==> src/rtl/multiplication_apply_seq.sv <==
// Sequential element-wise signed multiply-in-place: mem[dst+k] *= mem[src+k], one element per 3-cycle slot.
// Optional build macro SATURATE_MUL_EN clamps each product to the DATA_W signed range instead of wrapping.
module multiplication_apply_seq #(
  parameter int ADDR_W = 8,
  parameter int LEN_W  = 8,
  parameter int DATA_W = 32
) (
  input  logic                     clk,
  input  logic                     rst,
  input  logic                     start,
  input  logic [ADDR_W-1:0]        dst_addr,
  input  logic [ADDR_W-1:0]        src_addr,
  input  logic [LEN_W-1:0]         length,
  output logic                     busy,
  output logic                     done,
  output logic                     rd_en,
  output logic [ADDR_W-1:0]        rd_addr_a,
  output logic [ADDR_W-1:0]        rd_addr_b,
  input  logic signed [DATA_W-1:0] rd_data_a,
  input  logic signed [DATA_W-1:0] rd_data_b,
  output logic                     wr_en,
  output logic [ADDR_W-1:0]        wr_addr,
  output logic signed [DATA_W-1:0] wr_data
);

  typedef enum logic [2:0] {IDLE, READ, MUL, WRITE, DONE} state_t;

  state_t                     state, state_nxt;
  logic [ADDR_W-1:0]          dst_q, src_q;
  logic [LEN_W-1:0]           len_q, cnt_q;
  logic [ADDR_W-1:0]          k_addr;
  logic signed [DATA_W-1:0]   prod_p0, prod_p1;
  logic                       last_elem;

`ifdef SATURATE_MUL_EN
  localparam logic signed [2*DATA_W-1:0] SAT_MAX = {{(DATA_W+1){1'b0}}, {(DATA_W-1){1'b1}}};
  localparam logic signed [2*DATA_W-1:0] SAT_MIN = {{(DATA_W+1){1'b1}}, {(DATA_W-1){1'b0}}};

  function automatic logic signed [DATA_W-1:0] saturate(input logic signed [2*DATA_W-1:0] p);
    if (p > SAT_MAX)      return SAT_MAX[DATA_W-1:0];
    else if (p < SAT_MIN) return SAT_MIN[DATA_W-1:0];
    else                  return p[DATA_W-1:0];
  endfunction

  logic signed [2*DATA_W-1:0] full_p0;
  assign full_p0 = rd_data_a * rd_data_b;
  assign prod_p0 = saturate(full_p0);
`else
  // Evaluated at DATA_W width: identical to the low half of the full product (wrap).
  assign prod_p0 = rd_data_a * rd_data_b;
`endif

  assign k_addr    = ADDR_W'(cnt_q);
  assign last_elem = (cnt_q == len_q - LEN_W'(1));

  always_ff @(posedge clk or posedge rst) begin
    if (rst) begin
      state   <= IDLE;
      dst_q   <= '0;
      src_q   <= '0;
      len_q   <= '0;
      cnt_q   <= '0;
      prod_p1 <= '0;
    end else begin
      state <= state_nxt;
      if (state == IDLE && start) begin
        dst_q <= dst_addr;
        src_q <= src_addr;
        len_q <= length;
        cnt_q <= '0;
      end
      // read data -> product register (MUL stage)
      if (state == MUL) prod_p1 <= prod_p0;
      if (state == WRITE) cnt_q <= cnt_q + LEN_W'(1);
    end
  end

  always_comb begin
    state_nxt = state;
    busy      = 1'b0;
    done      = 1'b0;
    rd_en     = 1'b0;
    wr_en     = 1'b0;
    case (state)
      IDLE: begin
        if (start) state_nxt = (length == '0) ? DONE : READ;
      end
      READ: begin
        busy      = 1'b1;
        rd_en     = 1'b1;
        state_nxt = MUL;
      end
      MUL: begin
        busy      = 1'b1;
        state_nxt = WRITE;
      end
      WRITE: begin
        busy      = 1'b1;
        wr_en     = 1'b1;
        state_nxt = last_elem ? DONE : READ;
      end
      DONE: begin
        done      = 1'b1;
        state_nxt = IDLE;
      end
      default: state_nxt = IDLE;
    endcase
  end

  // product register -> RAM write port (WRITE stage)
  assign rd_addr_a = dst_q + k_addr;
  assign rd_addr_b = src_q + k_addr;
  assign wr_addr   = dst_q + k_addr;
  assign wr_data   = prod_p1;

endmodule

==> config.mk <==
export PLATFORM = sky130hd
export DESIGN_NAME = multiplication_apply_seq
export DESIGN_NICKNAME = d
export VERILOG_FILES = /design/src/rtl/multiplication_apply_seq.sv
export SDC_FILE = /design/constraint.sdc
export NUM_CORES = 1
export LEC_CHECK = 0
export CAP_MARGIN = 20
export CORE_MARGIN = 4
export CORE_UTILIZATION = 45
export DETAILED_ROUTE_END_ITERATION = 12
export GPL_ROUTABILITY_DRIVEN = 0
export PLACE_DENSITY = 0.68
export SLEW_MARGIN = 20
export SYNTH_ARGS = -nofsm -noshare
export SYNTH_HDL_FRONTEND = slang
export SYNTH_SLANG_ARGS = --single-unit
==> constraint.sdc <==
create_clock -name clk -period 2.8 [get_ports clk]
set_input_delay 0.56 -clock clk [delete_from_list [all_inputs] [get_ports clk]]
set_output_delay 0.56 -clock clk [all_outputs]
set_load 0.03 [all_outputs]
==> results_dict.tcl <==
set metrics [dict create \
    cts-buffers-inserted 9 \
    final_hold_viol_count 0 \
    fin_ws_ps -3854 \
    area_growth_pct 34.90 \
    reg2reg_to "state[2]$_DFFE_PP0P_" \
    fill_cells 3476 \
    antenna_found_initial 1 \
    remaining_drc_errors 0 \
    holdBufCountCts 0 \
    synth_top_area_share_pct 41.73 \
    synth_top_flop_cell "dfrtp_1" \
    crit_type "in2reg" \
    routed_wl_um 58030 \
    critPathTopFamily "adder cells" \
    cp.buffers_inverters 9 \
    synthArstFlopShare_pct 100.0 \
    drv_cap 0 \
    start_util_pct 45.56 \
    cts-root-buf "clkbuf_16" \
    io_pins 151 \
    dr_total_vias 16013 \
    finalCritPeriodShare_pct 237.6 \
    cts_max_level 3 \
    drt_iter0_markers 866 \
    holdPathStages 2 \
    viasPerCell 5.037 \
    drive_gt1_share_pct 27.79 \
    dieHeight_um 217.1 \
    nets 3256 \
    worst_path_largest_cell_delay_ps 560 \
    cts_tree "built" \
    skew_ps 8.228 \
    synth_cell_type_count 51 \
    fin_util_pct 61.46 \
    ys_ff_latch 67 \
    grt_overflow 0 \
    fmax_mhz 150.3 \
    worstPathArrival_ps 6880 \
    worst-path-max-fanout 7 \
    clkLatencyLatePin_ps 340 \
    io_buffer_count 150 \
    drv_slew 0 \
    worst_pin_slew_ps 948.6 \
    grt_max_degree 55 \
    status "finished, violations left" \
    clkSinkCount 67 \
    yosysMostFrequentCell "inv_1" \
    worst_path_most_repeated_cell "fa_1" \
    violations "negative setup slack" \
    antenna_cells 0 \
    crit_path_start_kind "primary input" \
    startpoint "rd_data_a[13]" \
    synth_cells 2203 \
    setup_viol 31 \
    layout.cells.non_filler 3179 \
    finalCriticalPeriod_ps 6654 \
    cts_buffer_depth 2 \
    drtPass1Iterations 5 \
    relSlewSlack_pct 36.76 \
    grt_pass1_vias 17466 \
    yosysWarnings 0 \
    netlist_area_mm2 0.01967 \
    wl_per_cell_um 18.25 \
    grt_first_pass_wirelength_um 92670 \
    required_ps 3020 \
    reg2regPathDepth 9 \
    grt.total_usage_pct 24.67 \
    dp_slack_ps -4665 \
    synth_common_cells "inv_1 (469), fa_1 (410), nand2_1 (351), and2_1 (309), ha_1 (166)" \
    synth_area_leader_cell "fa_1" \
    seq_area_frac_synth_pct 8.524 \
    synth_edf_count 0 \
    worst-path-stages 27 \
    core-area_mm2 0.04317 \
    crit_path_end "wr_data[30]$_DFFE_PP0P_" \
    worstReg2RegStart "len_q[0]$_DFFE_PP0P_" \
    crit_path_end_kind "flip-flop" \
    syn_nets 2870 \
    crit_slowest_cell "fa_1" \
    clk_pin_slew_worst_paths_ps 60 \
    whs_ps 461.4 \
    row_count 76 \
    hp-class "reg2reg" \
    rsz0062_at_grt "true" \
    postRouteAntennaNets 0 \
    r2r_setup_slack_ps 730 \
    dp_hpwl_um 45030 \
    placed_cells 3063 \
    netlist_top_cells_area "fa_1 (42%), ha_1 (11%), and2_1 (9.8%), inv_1 (9.0%), dfrtp_1 (8.5%)" \
    synth.avg_cell_area_um2 8.928 \
    fp.dieW_um 217.1 \
    die-area_mm2 0.04712 \
]
how the worst min path moves through the flow:
| stage | start | end | slack [ps] |
|---|---|---|---|
| detailed placement | wr_data[5]$_DFFE_PP0P_ | wr_data[5]$_DFFE_PP0P_ | 450 |
| CTS | wr_data[5]$_DFFE_PP0P_ | wr_data[5]$_DFFE_PP0P_ | 470 |
| finish | wr_data[5]$_DFFE_PP0P_ | wr_data[5]$_DFFE_PP0P_ | 460 |
| floorplan | dst_q[0]$_DFFE_PP0P_ | dst_q[0]$_DFFE_PP0P_ | 450 |
| global placement | wr_data[0]$_DFFE_PP0P_ | wr_data[0]$_DFFE_PP0P_ | 460 |
| global route | src_q[4]$_DFFE_PP0P_ | src_q[4]$_DFFE_PP0P_ | 510 |
tightest hold or removal path, stage by stage (launching register included):
cell and delay [ps]:
dfrtp_1 340, nand2_1 50, nand2_1 40
layout by cell type (no fill, tap or decap), drive strengths merged, types with 6 or more instances in the layout:
master / Yosys / routed
ha: 166 / 166
clkdlybuf4s50: 0 / 76
dfrtp: 67 / 67
fa: 410 / 410
o21bai: 9 / 9
xnor2: 80 / 80
dlygate4sd2: 0 / 19
inv: 469 / 472
buf: 12 / 369
o21a: 9 / 9
clkdlybuf4s15: 0 / 9
nand2: 351 / 351
clkbuf: 102 / 18
xor2: 30 / 30
o21ai: 51 / 51
a21o: 17 / 17
and2: 309 / 309
nor2: 15 / 15
nand3: 10 / 10
a21oi: 36 / 36
dlymetal6s2s: 0 / 6
final cells by class:
cell class,count,area (um^2),share of cell area [%]
clock buffer,10,239.0,0.9007
sequential,67,1677,6.319
tap,585,732.0,2.759
inverter,469,1760,6.635
timing repair buffer,489,4910,18.50
clock inverter,6,71.32,0.2688
multi-input combinational,1553,17140,64.61
registers in the layout (all words and copies together), names as in the netlist:
name / flops
state: 3
wr_data: 32
src_q: 8
len_q: 8
cnt_q: 8
dst_q: 8
kinds of logic (layout without fill, tap and decap cells):
group                    after synthesis  count (layout)  synth area share (%)
AND/OR/NAND/NOR                      717             717                 18.16
buffers and inverters                583             974                 11.32
adder cells (fa/ha/maj)              576             576                 52.29
AO/OA/AOI/OAI                        147             147                 4.657
XOR/XNOR                             110             110                 4.898
flip-flops                            67              67                 8.524
multiplexers                           3               3                0.1527
timing repair:
| action | in CTS | in global routing |
|---|---|---|
| endpoints found under the setup margin | 40 | 42 |
| resized for setup | 421 | 178 |
| cloned | 13 | 2 |
| setup buffers | 81 | 24 |
| pin swaps | 185 | 138 |
metrics by stage:
stage	setup TNS, ps	instance area, um^2
floorplan	-79440	20290
global placement	-103720	23880
detailed placement	-105610	23880
CTS	-83950	26030
global route	-89930	26530
finish	-84830	26530
metal layers:
| layer | track usage [%] | wire (um) | up-vias |
|---|---|---|---|
| met5 | 0 | 5 | - |
| met4 | 7.908 | 2034 | 2 |
| met3 | 4.007 | 3731 | 122 |
| met2 | 42.15 | 28410 | 543 |
| met1 | 32.33 | 23850 | 8110 |
| li1 | - | - | 7236 |
Power is not shown: default switching activity piles up to over one toggle a cycle in this logic, so the estimate is an artifact.
